[src/rtl/turf_pkg.sv]
// Shared constants and address packing for the turf frame RAM.
// Used by both the scanner and the game-side trail writer.
package turf_pkg;

   localparam int X_CELLS = 160;
   localparam int Y_CELLS = 120;
   localparam int X_W     = 8;
   localparam int Y_W     = 7;
   localparam int ADDR_W  = X_W + Y_W;

   localparam logic [2:0] COL_EMPTY = 3'd0;
   localparam logic [2:0] COL_P1    = 3'd1;
   localparam logic [2:0] COL_P2    = 3'd2;
   localparam logic [2:0] COL_P3    = 3'd3;
   localparam logic [2:0] COL_P4    = 3'd4;

   typedef enum logic [1:0] {
      ST_IDLE,
      ST_READ,
      ST_DRAIN,
      ST_FINISH
   } state_t;

   function automatic logic [ADDR_W-1:0] pack_addr(
      input logic [X_W-1:0] x,
      input logic [Y_W-1:0] y
   );
      return {x, y};
   endfunction

endpackage

[src/rtl/turf_leader.sv]
// Combinational 4-way maximum; ties resolve to the lowest player index.
// Reports 0 when no player owns any cell.
module turf_leader #(
   parameter int W = 15
) (
   input  logic [W-1:0] s1,
   input  logic [W-1:0] s2,
   input  logic [W-1:0] s3,
   input  logic [W-1:0] s4,
   output logic [2:0]   leader
);

   logic [W-1:0] best;

   // strict '>' keeps the earlier player on a tie
   always_comb begin
      best   = '0;
      leader = 3'd0;
      if (s1 > best) begin
         best   = s1;
         leader = 3'd1;
      end
      if (s2 > best) begin
         best   = s2;
         leader = 3'd2;
      end
      if (s3 > best) begin
         best   = s3;
         leader = 3'd3;
      end
      if (s4 > best) begin
         best   = s4;
         leader = 3'd4;
      end
   end

endmodule

[src/rtl/turf_scanner.sv]
// Raster sweep of the frame RAM: streams every cell to the VGA adapter
// and publishes per-player turf scores plus the leader at end of frame.
module turf_scanner
   import turf_pkg::*;
#(
   parameter int X_CELLS = turf_pkg::X_CELLS,
   parameter int Y_CELLS = turf_pkg::Y_CELLS,
   parameter int SCORE_W = 15
) (
   input  logic               CLOCK_50,
   input  logic               reset,
   input  logic               start,
   output logic [ADDR_W-1:0]  ram_address,
   input  logic [2:0]         ram_q,
   output logic [X_W-1:0]     vga_x,
   output logic [Y_W-1:0]     vga_y,
   output logic [2:0]         vga_colour,
   output logic               vga_plot,
   output logic               busy,
   output logic               done,
   output logic [SCORE_W-1:0] score_p1,
   output logic [SCORE_W-1:0] score_p2,
   output logic [SCORE_W-1:0] score_p3,
   output logic [SCORE_W-1:0] score_p4,
   output logic [2:0]         leader
);

   localparam logic [X_W-1:0] X_LAST = X_W'(X_CELLS - 1);
   localparam logic [Y_W-1:0] Y_LAST = Y_W'(Y_CELLS - 1);

   state_t state, state_nx;

   logic [X_W-1:0]     x, x_nx, x_d;
   logic [Y_W-1:0]     y, y_nx, y_d;
   logic               last_addr;
   logic               drain_cnt;
   logic               rd_v;
   logic               go, step, publish;
   logic [SCORE_W-1:0] acc1, acc2, acc3, acc4;
   logic [2:0]         lead_nx;

   assign last_addr = (x == X_LAST) && (y == Y_LAST);

   always_comb begin
      x_nx = x + X_W'(1);
      y_nx = y;
      if (x == X_LAST) begin
         x_nx = '0;
         y_nx = y + Y_W'(1);
      end
   end

   always_ff @(posedge CLOCK_50 or posedge reset) begin
      if (reset) state <= ST_IDLE;
      else       state <= state_nx;
   end

   always_comb begin
      state_nx = state;
      unique case (state)
         ST_IDLE:   if (start) state_nx = ST_READ;
         ST_READ:   if (last_addr) state_nx = ST_DRAIN;
         ST_DRAIN:  if (drain_cnt) state_nx = ST_FINISH;
         ST_FINISH: state_nx = ST_IDLE;
         default:   state_nx = ST_IDLE;
      endcase
   end

   always_comb begin
      go      = 1'b0;
      step    = 1'b0;
      publish = 1'b0;
      unique case (state)
         ST_IDLE:  go      = start;
         ST_READ:  step    = ~last_addr;
         ST_DRAIN: publish = drain_cnt;
         default:  ;
      endcase
   end

   // address generation and control flags
   always_ff @(posedge CLOCK_50 or posedge reset) begin
      if (reset) begin
         x           <= '0;
         y           <= '0;
         ram_address <= '0;
         drain_cnt   <= 1'b0;
         busy        <= 1'b0;
         done        <= 1'b0;
      end else begin
         busy      <= (state_nx != ST_IDLE);
         done      <= publish;
         drain_cnt <= (state == ST_DRAIN) ? ~drain_cnt : 1'b0;
         if (go) begin
            x           <= '0;
            y           <= '0;
            ram_address <= pack_addr('0, '0);
         end else if (step) begin
            x           <= x_nx;
            y           <= y_nx;
            ram_address <= pack_addr(x_nx, y_nx);
         end
      end
   end

   // x/y wait one cycle for ram_q, then the pixel is registered
   always_ff @(posedge CLOCK_50 or posedge reset) begin
      if (reset) begin
         rd_v       <= 1'b0;
         x_d        <= '0;
         y_d        <= '0;
         vga_x      <= '0;
         vga_y      <= '0;
         vga_colour <= '0;
         vga_plot   <= 1'b0;
      end else begin
         rd_v     <= (state == ST_READ);
         x_d      <= x;
         y_d      <= y;
         vga_plot <= rd_v;
         if (rd_v) begin
            vga_x      <= x_d;
            vga_y      <= y_d;
            vga_colour <= ram_q;
         end
      end
   end

   always_ff @(posedge CLOCK_50 or posedge reset) begin
      if (reset) begin
         acc1 <= '0;
         acc2 <= '0;
         acc3 <= '0;
         acc4 <= '0;
      end else if (go) begin
         acc1 <= '0;
         acc2 <= '0;
         acc3 <= '0;
         acc4 <= '0;
      end else if (rd_v) begin
         unique case (ram_q)
            COL_P1:  acc1 <= acc1 + SCORE_W'(1);
            COL_P2:  acc2 <= acc2 + SCORE_W'(1);
            COL_P3:  acc3 <= acc3 + SCORE_W'(1);
            COL_P4:  acc4 <= acc4 + SCORE_W'(1);
            default: ;
         endcase
      end
   end

   turf_leader #(
      .W (SCORE_W)
   ) u_leader (
      .s1     (acc1),
      .s2     (acc2),
      .s3     (acc3),
      .s4     (acc4),
      .leader (lead_nx)
   );

   always_ff @(posedge CLOCK_50 or posedge reset) begin
      if (reset) begin
         score_p1 <= '0;
         score_p2 <= '0;
         score_p3 <= '0;
         score_p4 <= '0;
         leader   <= 3'd0;
      end else if (publish) begin
         score_p1 <= acc1;
         score_p2 <= acc2;
         score_p3 <= acc3;
         score_p4 <= acc4;
         leader   <= lead_nx;
      end
   end

endmodule

[config.mk]
export PLATFORM = sky130hd
export DESIGN_NAME = turf_scanner
export DESIGN_NICKNAME = d
export VERILOG_FILES = /design/src/rtl/turf_pkg.sv /design/src/rtl/turf_leader.sv /design/src/rtl/turf_scanner.sv
export SDC_FILE = /design/constraint.sdc
export NUM_CORES = 1
export LEC_CHECK = 0
export BUFFER_PORTS_ARGS = -buffer_cell sky130_fd_sc_hd__buf_2
export CORE_MARGIN = 10
export CORE_UTILIZATION = 30
export DETAILED_ROUTE_END_ITERATION = 7
export SLEW_MARGIN = 25
export SYNTH_ARGS = -nofsm -noshare
export SYNTH_HDL_FRONTEND = slang
export SYNTH_SLANG_ARGS = --single-unit
[constraint.sdc]
create_clock -name CLOCK_50 -period 7.25 [get_ports CLOCK_50]
set_input_delay 0.3625 -clock CLOCK_50 [delete_from_list [all_inputs] [get_ports CLOCK_50]]
set_output_delay 0.3625 -clock CLOCK_50 [all_outputs]
set_load 0.01 [all_outputs]
### After elaboration in Yosys (flattened, before gate mapping)

Cells that the tools add are included.
Widths: inputs -> output; s select.

| word-level totals | value |
|---|---|
| bits in writable memories | 0 |
| logic and storage cells | 92 |
| bits in read-only memories | 0 |
| bits of input ports | 6 |
| memories | 0 |
| flip-flop bits (word level) | 193 |
| output and inout bits | 99 |
| bits in latches | 0 |

| cells by class | value |
|---|---|
| order comparisons | 4 |
| multipliers | 0 |
| shifts and indexed selects | 0 |
| bitwise operators | 2 |
| divide/modulo/power cells | 0 |
| reductions and logical operators | 13 |
| muxes and demuxes | 35 |
| add/subtract/negate cells | 6 |
| equal/unequal tests | 9 |

Operators with widths:

| kind | number |
|---|---|
| $mux 15 | 17 |
| $add 15x1->15 const B | 4 |
| $gt 15x15->1 | 3 |
| $mux 8 | 3 |
| $mux 7 | 3 |
| $gt 15x1->1 const B | 1 |
| $reduce_bool 2->1 | 7 |
| $mux 2 | 5 |
| $add 8x1->8 const B | 1 |
| $eq 8x8->1 const B | 1 |
| $pmux 2 s4 | 1 |
| $reduce_and 2->1 | 4 |
| $add 7x1->7 const B | 1 |
| $eq 7x7->1 const B | 1 |
| $eq 3x2->1 const B | 2 |
| $mux 1 | 5 |
| $eq 2x2->1 const B | 2 |
| $eq 3x1->1 const B | 1 |
| $eq 3x3->1 const B | 1 |
| $mux 3 | 1 |
| $eq 2x1->1 const B | 1 |
| $logic_not 2->1 | 1 |
| $not 1->1 | 2 |
| $logic_and 1x1->1 | 1 |

### Logic depth before layout (Yosys ltp)

Gate-level depths: netlist of run 1.

| logic depth | value |
|---|---|
| depth in word-level cells | 8 |
| gate-level depth with buffers | 28 |
| gate-level depth less buffers | 26 |

### Modules after synthesis

From an unflattened synthesis of run 1, not the netlist that was laid out.

| second synthesis, totals | value |
|---|---|
| cell total of the unflattened synthesis | 929 |
| area, all modules | 8994.9 um^2 |

By module, submodules not included:

| module | seq. area each (um^2) | instances | area an instance (um^2) | cells each |
|---|---|---|---|---|
| turf_scanner | 4454.3 | 1 | 7477.2 | 741 |
| turf_leader | 0.0 | 1 | 1517.7 | 188 |

### Worst setup path before layout of run 1

No wires, ideal clock.

| timing path | value |
|---|---|
| kind | register to register |
| start | register acc1[0] |
| end | register leader[0] |
| cell stages (with the launch flop) | 29 |
| clock period less this slack | 5.483 ns |
| library setup time | 0.066 ns |
| required time | 7.184 ns |
| data arrival time | 5.418 ns |
| setup slack | 1.767 ns |
| path through | dfrtp_1 inv_1 ha_1 nor4b_1 nand4_1 inv_1 nor2_1 inv_1 ha_1 nand3b_1 a21oi_1 o31ai_1 a21oi_4 buf_6 mux2i_1 ha_1 and3_1 a221o_1 a221oi_2 a22oi_2 buf_2 mux2_2 ha_1 a41oi_1 o21ai_0 a221oi_1 o211ai_1 a21oi_1 a22o_1 |

| between the ends | value |
|---|---|
| longest elaborated chain between the ends | 8 |

RTL lines:

| item | RTL line | text |
|---|---|---|
| start: declaration | turf_scanner.sv:39 | `logic [SCORE_W-1:0] acc1, acc2, acc3, acc4;` |
| start signal: assignment | turf_scanner.sv:142 | `COL_P1: acc1 <= acc1 + SCORE_W'(1);` |
| $gt 15x1->1 | turf_leader.sv:19 | `if (s1 > best) begin` |
| $mux 15 | turf_leader.sv:19 |  |
| $gt 15x15->1 | turf_leader.sv:23 | `if (s2 > best) begin` |
| $mux 15 | turf_leader.sv:23 |  |
| $gt 15x15->1 | turf_leader.sv:27 | `if (s3 > best) begin` |
| $mux 15 | turf_leader.sv:27 |  |
| $gt 15x15->1 | turf_leader.sv:31 | `if (s4 > best) begin` |
| $mux 3 * | turf_leader.sv:31 |  |
| end signal: assignment | turf_scanner.sv:173 | `leader <= lead_nx;` |
| end: declaration | turf_scanner.sv:25 | `output logic [2:0] leader` |

Every way passes the cells marked *; elsewhere a longest branch is shown, timed or not.
A chain may end at the register's enable or synchronous reset.

### Worst setup path after layout of run 1

| timing path | value |
|---|---|
| start | register acc1[0] |
| end | register leader[1] |

| between the ends | value |
|---|---|
| longest elaborated chain between the ends | 8 |

RTL lines:

| item | RTL line |
|---|---|
| $gt 15x1->1 | turf_leader.sv:19 |
| $mux 15 * | turf_leader.sv:19 |
| $gt 15x15->1 | turf_leader.sv:23 |
| $mux 15 | turf_leader.sv:23 |
| $gt 15x15->1 | turf_leader.sv:27 |
| $mux 15 | turf_leader.sv:27 |
| $gt 15x15->1 | turf_leader.sv:31 |
| $mux 3 * | turf_leader.sv:31 |

Marks and branches as above.

==> summary.md, run 1 <==
| Metric | Value |
|---|---|
| Post-DP HPWL | 16440 um |
| Global-route wire length before repair | 35610 um |
| Initial Util | 0.3024 |
| Switch Pwr | 0.001072 W |
| Fmax | 156.3 MHz |
| Die Wd | 189.6 um |
| Post-synthesis sequential element count | 178 |
| Register area share after synthesis | 0.5160 |
| Remaining Overflow, GRT | 0 |
| Synth Net Count | 914 |
| Num CTS Buffers | 17 |
| Maximum vdd ir drop | 0.2100 mV |
| Most common cell after layout, fill and taps aside | dfrtp_1 |
| Pre-CTS setup slack | 0.9029 ns |
| Initial antenna violation count | 0 |
| Cell mode on critical path | ha_1 |
| Port Buffers | 104 |
| Vias in the first global route | 6303 |
| Layout cells sized above 1 | 0.1911 |
| Drt first pass iters | 5 |
| Final Hold Viols | 0 |
| CTS tree | built |
| RePlAce Congestion | 0.8766 |
| Worst stage delay on the critical path | 0.73 ns |
| Commonest non-fill, non-tap cells in the layout | 177 x dfrtp_1, 150 x nand2_1, 104 x buf_2, 88 x nor2_1, 52 x ha_1 |
| WL final | 22420 um |
| Post-synth top area cell | dfrtp_1 |
| Reg clk slew, reported paths | 0.07 ns |
| Number of flops mapped to enable cells by yosys | 0 |
| Critical path arrival | 6.78 ns |
| Reg2Reg Launch Point | acc1[0] |
| Nets | 1013 |
| Via count | 6302 |
| Number of buffers and inverters on the critical path | 3 |
| CP max stage cell | a22oi_2 |
| Max cap viols | 0 |
| Yosys warns | 0 |
| Diodes inserted | 0 |
| Setup ws final | 0.8536 ns |
| Prevailing post-synth register cell | dfrtp_1 |
| Placeable Area | 28550 um2 |
| Clock Skews | 0.01164 ns |
| DRC errors left | 0 |
| CTS Sinks | 178 |
| Fin. max-slew vios | 0 |
| Die area | 35960 um2 |
| Async set-reset flop share out of synthesis | 1.000 |
| Worst-margin pin slew | 0.9435 ns |
| WHS Path Cells | 3 |
| Rows | 62 |
| Minimum clock period | 6.396 ns |
| Via-per-instance ratio | 4.661 |
| Largest net degree at the start of global routing | 98 |
| Top cells by area, synth | dfrtp_1 52%, ha_1 7.5%, nand2_1 6.5% |
| Crit path capture type | flop |
| Die Y-Extent | 189.6 um |
| Root buffer cell | clkbuf_16 |
| Post-CTS setup buffer count | 0 |
| CP Depth | 26 |
| Status | finished clean |
| Internal power | 0.002044 W |
| Leakage power | 4.933 nW |
| Cell area after synthesis | 8632 um2 |
| Final TNS setup | 0 ns |
| Power share of the combinational group | 0.260 |
| Fill count | 2965 |
| Routed WL per cell | 16.58 um |
| Final period util | 0.8823 |
| Slew headroom | 0.3671 |
| H-Tree Depth | 4 |
| Clock Latency Late Sink | 0.44 ns |
| Min-delay src | ram_q[0] |
| HP Class | input port to flop |
| Synth cell types | 56 |
| Crit-path leading delay family | compound AO/OA/AOI/OAI gates |
| Clock power frac | 0.305 |
| Drt first-iter violations | 413 |
| CTS max path bufs | 2 |
| Worst-case reg-to-reg path depth | 26 |
| Sequential power share | 0.436 |
| Crit start category | flop |
| Avg Cell Area, Syn | 10.08 um2 |
| Ports | 105 |
| Top cell type's share of synthesized area | 0.5160 |
| Tot GR Track Use | 0.1240 |
| Critical path peak fanout | 17 |
| ANT nets after route | 0 |
| CP required | 7.63 ns |
| Area added between synthesis and finish | 17.76% |
| Mapped Cells | 856 |
| # setup viols final | 0 |
| Switching Share | 0.3441 |
| P per Cell Area | 306.5 nW/um2 |
| Critical path class | flop to flop |
| Worst setup path start | acc1[0] |
| RSZ-0062 raised after global routing | no |
[kinds of logic after synthesis]
logic type,count (synthesis),synth area share
flops,178,0.5160
mux,50,0.06276
simple gates,343,0.1829
buf+inv,75,0.03392
compound gates,98,0.06813
fa+ha+maj,52,0.07537
xor+xnor,60,0.06088
[routing by layer]
layer  global-route usage  up-vias  wire length (um)
li1                     -     3110                 -
met1               0.1625     3048             10630
met2               0.1894      130              9976
met3              0.04577       14              1555
met4              0.03175        0               260
met5                    0        -                 0
[path summary, 6_finish.rpt]
| path | end | slack (ns) |
|---|---|---|
| worst max-delay path | leader[1] | 0.85 |
| worst min-delay path | vga_colour[0] | 0.25 |
| worst max register to register | leader[1] | 0.85 |
| worst min register to register | drain_cnt | 0.43 |
| max in group asynchronous | acc2[9] | 5.46 |
| min in group asynchronous | score_p4[1] | 0.53 |
[worst min-delay path, delay by kind of cell]
kind / cells / cell delay [ns]
AO/OA/AOI/OAI: 1 / 0.08
buffers and inverters: 1 / 0.12
AND/OR/NAND/NOR: 1 / 0.08
[state kept, by name, summed over array words and instances, names as in the netlist, 2 cells and up]
signal and cells:
ram_address 15, state 2, acc4 15, leader 3, x_d 8, score_p4 15, acc2 15, acc1 15
vga_colour 3, vga_x 8, score_p2 15, vga_y 7, acc3 15, score_p1 15, y_d 7, score_p3 15
[through the flow]
stage,total power (W),instance area [um2],utilization,std cells,hold slack [ns]
final,0.003116,10160,0.3561,1352,0.2511
after global routing,0.003315,10160,0.3561,1352,0.2605
after CTS,0.003146,10160,0.3560,1352,0.2444
after detailed placement,0.002187,9558,0.3348,1319,0.4200
after global placement,0.002157,9552,0.3346,1319,0.4147
after floorplan,0.001902,8632,-,856,0.4032
[power by group through the flow]
stage / Sequential [W] / Clock [W] / Combinational (W)
final: 0.00136 / 0.000949 / 0.000810
after global routing: 0.00138 / 0.00101 / 0.000922
after CTS: 0.00136 / 0.000971 / 0.000817
after detailed placement: 0.00138 / 0 / 0.000811
after global placement: 0.00137 / 0 / 0.000788
after floorplan: 0.00134 / 0 / 0.000565
[Yosys cell counts (4+ instances only)]
cell and number:
dfrtp_1 178, nand2_1 150, nor2_1 88, ha_1 52
o21ai_0 50, inv_1 45, xnor2_1 33, mux2_2 32
xor2_1 27, nand4_1 26, a21oi_1 24, clkbuf_1 23
nand3_1 22, mux2i_1 17, and3_1 11, nor3_1 8
and4_1 7, or3_1 5, nor4_1 4
[layout make-up]
class / count / area [um2] / area share
clock inverter: 14 / 166.4 / 0.01637
clock buffer: 18 / 429.2 / 0.04222
timing repair buffer: 110 / 568.0 / 0.05588
sequential: 178 / 4456 / 0.4383
inverter: 45 / 173.9 / 0.01711
multi-input combinational: 603 / 3891 / 0.3828
tap: 384 / 480.5 / 0.04727
[what timing repair did]
item | in CTS | in global routing
endpoints found under the hold margin | 1 | 0
hold buffers | 1 | 0
gates resized for setup | 0 | 0
Power figures use the tool's default switching activity.
==> run 2, diff against run 1 <==
REMOVE_ABC_BUFFERS = 1   (was not set)
==> run 2 against run 1 <==
Sequential share of layout area increased by 0.085 points. Wire length decreased by 6.0%. Total power decreased by 1.9%. Worst setup slack improved by 0.11 ns. Largest power group unchanged.
==> summary.md, run 2 (synthesis gave the netlist of run 1 again) <==
| Metric | Value |
|---|---|
| Status | finished clean |
| CTS max path bufs | 2 |
| Port Buffers | 104 |
| Critical path arrival | 6.67 ns |
| Reg clk slew, reported paths | 0.08 ns |
| CTS tree | built |
| RePlAce Congestion | 0.8131 |
| Clock power frac | 0.297 |
| Area after DPL | 9562 um2 |
| Critical path class | flop to flop |
| Reg2Reg Launch Point | acc1[0] |
| Via-per-instance ratio | 4.587 |
| Diodes inserted | 0 |
| Sequential power share | 0.438 |
| Crit-path leading delay family | compound AO/OA/AOI/OAI gates |
| Power share of the combinational group | 0.265 |
| Initial antenna violation count | 1 |
| Area added between synthesis and finish | 17.49% |
| Root buffer cell | clkbuf_16 |
| Max cap viols | 0 |
| Commonest non-fill, non-tap cells in the layout | 178 x dfrtp_1, 150 x nand2_1, 104 x buf_2, 88 x nor2_1, 52 x ha_1 |
| Post-CTS setup buffer count | 0 |
| Flop-to-flop setup slack | 0.96 ns |
| CTS Sinks | 178 |
| Fmax | 159.0 MHz |
| Internal power | 0.001989 W |
| Tot GR Track Use | 0.1191 |
| ANT nets after route | 0 |
| Placeable Area | 28550 um2 |
| Final Hold Viols | 0 |
| Critical path peak fanout | 17 |
| Hold_buf cts | 0 |
| Worst-margin pin slew | 0.9172 ns |
| Fin. max-slew vios | 0 |
| Worst-case reg-to-reg path depth | 26 |
| Leakage power | 4.933 nW |
| Vias in the first global route | 6274 |
| Clock Latency Late Sink | 0.43 ns |
| H-Tree Depth | 4 |
| Largest net degree at the start of global routing | 112 |
| Pre-CTS setup slack | 0.9462 ns |
| Final period util | 0.8675 |
| CP required | 7.63 ns |
| Minimum clock period | 6.290 ns |
| Die Y-Extent | 189.6 um |
| Global-route wire length before repair | 34520 um |
| Remaining Overflow, GRT | 0 |
| Switching Share | 0.3491 |
| Routed WL per cell | 15.58 um |
| DRC errors left | 0 |
| Switch Pwr | 0.001067 W |
| Drt first pass iters | 4 |
| R2r endpoint | leader[0] |
| Ports | 105 |
| Crit path capture type | flop |
| Crit start category | flop |
| Design area | 10140 um2 |
| Cell mode on critical path | ha_1 |
| Nets | 1013 |
| Initial Util | 0.3024 |
| Clock Skews | 0.01337 ns |
| P per Cell Area | 301.4 nW/um2 |
| Most common cell after layout, fill and taps aside | dfrtp_1 |
| Num CTS Buffers | 17 |
| Fill count | 2952 |
| Drt first-iter violations | 294 |
| Die area | 35960 um2 |
| Rows | 62 |
| Setup ws final | 0.9604 ns |
| Post-DP HPWL | 15320 um |
| RSZ-0062 raised after global routing | no |
| Post-cts gate resize count | 0 |
| Die Wd | 189.6 um |
| Layout cells sized above 1 | 0.1911 |
| CP max stage cell | a22oi_2 |
| Slew headroom | 0.3885 |
| HP Class | input port to async pin |
| Power Total | 0.003056 W |
| Via count | 6201 |
| Number of buffers and inverters on the critical path | 3 |
| Final TNS setup | 0 ns |
| # setup viols final | 0 |
| WL final | 21060 um |
| Worst setup path start | acc1[0] |
| Maximum vdd ir drop | 0.1531 mV |
| Worst stage delay on the critical path | 0.73 ns |
run 2: cell types whose count changed in the layout (fill, tap and decap cells not counted), sizes merged:
cell	change
clkinv	+2
buf	+1
clkinvlp	-1
dlygate4sd3	-1
clkbuf	+1
bufinv	-2
run 2: layout make-up:
type / count / area [um2] / share of cell area
clock buffers: 19 / 442.9 / 0.04367
clock inverters: 13 / 135.1 / 0.01332
inverters: 45 / 176.4 / 0.01739
multi-input cells: 603 / 3887 / 0.3833
flip-flops and latches: 178 / 4454 / 0.4392
well taps: 384 / 480.5 / 0.04737
repair buffers: 110 / 565.5 / 0.05576
run 2: metal layers:
metal	wire length, um	part of all wire	GRT usage	up-vias
met5	7	0.00033	0	-
met4	152	0.0072	0.02625	2
met1	9596	0.46	0.1488	2987
met3	1027	0.049	0.03772	12
met2	10280	0.49	0.1973	88
li1	-	-	-	3112
run 2: per-stage QoR:
step | hold WS [ns] | util | instances
after floorplan | 0.4032 | - | 826
after global placement | 0.4143 | 0.3349 | 1320
after detailed placement | 0.4194 | 0.3349 | 1320
after CTS | 0.2202 | 0.3552 | 1352
after global routing | 0.1251 | 0.3553 | 1352
final | 0.05012 | 0.3553 | 1352
run 2: worst max path at each step:
stage	endpoint	cells past startpoint
finish	leader[0]	26
global route	leader[0]	26
floorplan	leader[0]	26
detailed placement	leader[0]	25
CTS	leader[1]	25
global placement	leader[1]	26
run 2: power by group through the flow:
stage	logic, W	registers [W]	clock network, W
CTS	0.000828	0.00134	0.000934
floorplan	0.000555	0.00134	0
global placement	0.000800	0.00136	0
finish	0.000811	0.00134	0.000907
detailed placement	0.000820	0.00136	0
global route	0.000928	0.00138	0.000970
==> run 3, diff against run 2 <==
CTS_CLUSTER_DIAMETER = 120   (was not set)
clock period = 5.7 ns   (was 7.25 ns; I/O delays follow)
==> run 3 against run 2 <==
Register-to-register slack got worse by 0.82 ns. Sequential share of layout area fell by 2.2 points. Critical path depth increased by 2. First-iteration DRC count grew 12%. Die area is the same. Worst setup slack worse by 0.82 ns. Cell area grew 5.4%. Sequential power up 28%. Fmax is 13% higher. Via count rose by 2.8%. Clock skew up 0.00093 ns. Critical path type unchanged.
==> summary.md, run 3 (synthesis gave the netlist of run 1 again) <==
| Metric | Value |
|---|---|
| Status | finished clean |
| Via count | 6377 |
| Max cap viols | 0 |
| ANT nets after route | 0 |
| Final period util | 0.9754 |
| Met3 WL | 1216 um |
| # setup viols final | 0 |
| RePlAce Congestion | 0.8255 |
| Routed wl met2 | 10510 um |
| Post-DP HPWL | 15700 um |
| Final Hold Viols | 0 |
| Rows | 62 |
| Power Total | 0.004195 W |
| Critical path arrival | 5.93 ns |
| Nets | 1038 |
| Minimum clock period | 5.560 ns |
| Clock Latency Late Sink | 0.44 ns |
| CTS tree | built |
| Commonest non-fill, non-tap cells in the layout | 177 x dfrtp_1, 149 x nand2_1, 104 x buf_2, 87 x nor2_1, 49 x o21ai_0 |
| Global-route wire length before repair | 35470 um |
| Num CTS Buffers | 17 |
| Slew headroom | 0.3472 |
| Fmax | 179.9 MHz |
| Drt first-iter violations | 330 |
| Port Buffers | 104 |
| P per Cell Area | 392.6 nW/um2 |
| R2r endpoint | leader[1] |
| Layout cells sized above 1 | 0.2510 |
| CTS max path bufs | 2 |
| Critical path class | flop to flop |
| WL final | 22010 um |
| DRT met1 WL | 10080 um |
| Reg clk slew, reported paths | 0.07 ns |
| Die Wd | 189.6 um |
| Ports | 105 |
| Placeable Area | 28550 um2 |
| Via-per-instance ratio | 4.634 |
| Number of buffers and inverters on the critical path | 5 |
| Fin. max-slew vios | 0 |
| Clock power frac | 0.288 |
| Diodes inserted | 0 |
| Flop-to-flop setup slack | 0.14 ns |
| Vias in the first global route | 6385 |
| CP required | 6.08 ns |
| Reg2Reg Launch Point | acc1[0] |
| Switch Pwr | 0.001476 W |
| Final TNS setup | 0 ns |
| Leakage power | 5.144 nW |
| DRC errors left | 0 |
| CP Depth | 28 |
| Clock Skews | 0.01430 ns |
| Initial Util | 0.3024 |
| Drt first pass iters | 5 |
| Remaining Overflow, GRT | 0 |
| Crit path capture | leader[1] |
| Power share of the combinational group | 0.302 |
| Tot GR Track Use | 0.1222 |
| Root buffer cell | clkbuf_16 |
| Largest net degree at the start of global routing | 97 |
| Cell mode on critical path | inv_2 |
| Crit start category | flop |
| CP max stage cell | dfrtp_1 |
| Most common cell after layout, fill and taps aside | dfrtp_1 |
| Initial antenna violation count | 1 |
| Switching Share | 0.3518 |
| Worst setup path start | acc1[0] |
| Die Y-Extent | 189.6 um |
| Maximum vdd ir drop | 0.2168 mV |
| Area added between synthesis and finish | 23.79% |
| Top Metal Used | met5 |
| Worst-case reg-to-reg path depth | 28 |
| H-Tree Depth | 4 |
| Crit-path leading delay family | compound AO/OA/AOI/OAI gates |
| Worst stage delay on the critical path | 0.41 ns |
| Internal power | 0.002719 W |
| HP Class | input port to flop |
| Worst-margin pin slew | 0.9781 ns |
| Die area | 35960 um2 |
| Critical path peak fanout | 8 |
| Sequential power share | 0.410 |
| CTS Sinks | 178 |
| Crit path capture type | flop |
| Routed WL per cell | 15.99 um |
| Final hold slack | 0.1460 ns |
[run 3: cell types whose count changed in the layout (fill, tap and decap cells not counted), sizes merged]
cell         previous run  this run
buf                   110       133
inv                    52        54
clkinv                  6         3
bufinv                  0         1
dlygate4sd3             0         1
[run 3: worst min path at each step]
stage	from	to	slack, ns	cells past startpoint
4_1_cts	ram_q[0]	vga_colour[0]	0.13	3
5_1_grt	ram_q[2]	vga_colour[2]	0.17	2
3_3_place_gp	reset	vga_y[4]	0.34	2
3_5_place_dp	reset	y_d[4]	0.34	2
2_1_floorplan	drain_cnt	drain_cnt	0.40	1
6_report	ram_q[0]	vga_colour[0]	0.15	3
[run 3: area by class of cell]
| type | count | area, um2 |
|---|---|---|
| Inverter | 45 | 173.9 |
| Clock buffer | 18 | 439.2 |
| Multi-Input combinational cell | 603 | 4180 |
| Tap cell | 384 | 480.5 |
| Sequential cell | 178 | 4456 |
| Timing Repair Buffer | 135 | 795.8 |
| Fill cell | 2901 | 17860 |
| Clock inverter | 13 | 160.2 |
[run 3: power groups by stage]
| stage | clock (W) | sequential (W) | combinational [W] |
|---|---|---|---|
| floorplan | 0 | 0.00170 | 0.000705 |
| global placement | 0 | 0.00172 | 0.00104 |
| detailed placement | 0 | 0.00173 | 0.00107 |
| CTS | 0.00124 | 0.00171 | 0.00109 |
| global route | 0.00130 | 0.00176 | 0.00143 |
| finish | 0.00121 | 0.00172 | 0.00126 |
[run 3: metrics by stage]
step	setup WS (ns)	util	instances	instance area [um2]
CTS	0.04674	0.3596	1363	10260
floorplan	0.2163	-	826	8508
finish	0.1402	0.3743	1376	10690
detailed placement	-0.1542	0.3376	1330	9637
global placement	0.1017	0.3376	1330	9637
global route	-0.09597	0.3743	1376	10690
[run 3: layer usage]
metal	up-vias	GRT usage
met2	108	0.1953
met3	12	0.03991
met4	2	0.03083
li1	3171	-
met1	3084	0.1564
met5	-	0
[run 3: repair_timing]
item,in CTS,in global routing
gates cloned,0,1
hold buffers,1,0
hold endpoints to repair,46,0
setup endpoints to repair,3,3
setup buffers,1,13
gates resized for setup,2,59
pin swaps,1,18
[run 3: worst register-to-register path, delay by kind of cell, from the launching register on]
family,cells,cell delay [ns]
AOI/OAI and AO/OA,9,1.69
buffers and inverters,5,0.54
muxes,2,0.59
and+or+nand+nor,8,1.25
DFF,1,0.41
adders and majority gates,4,1.05
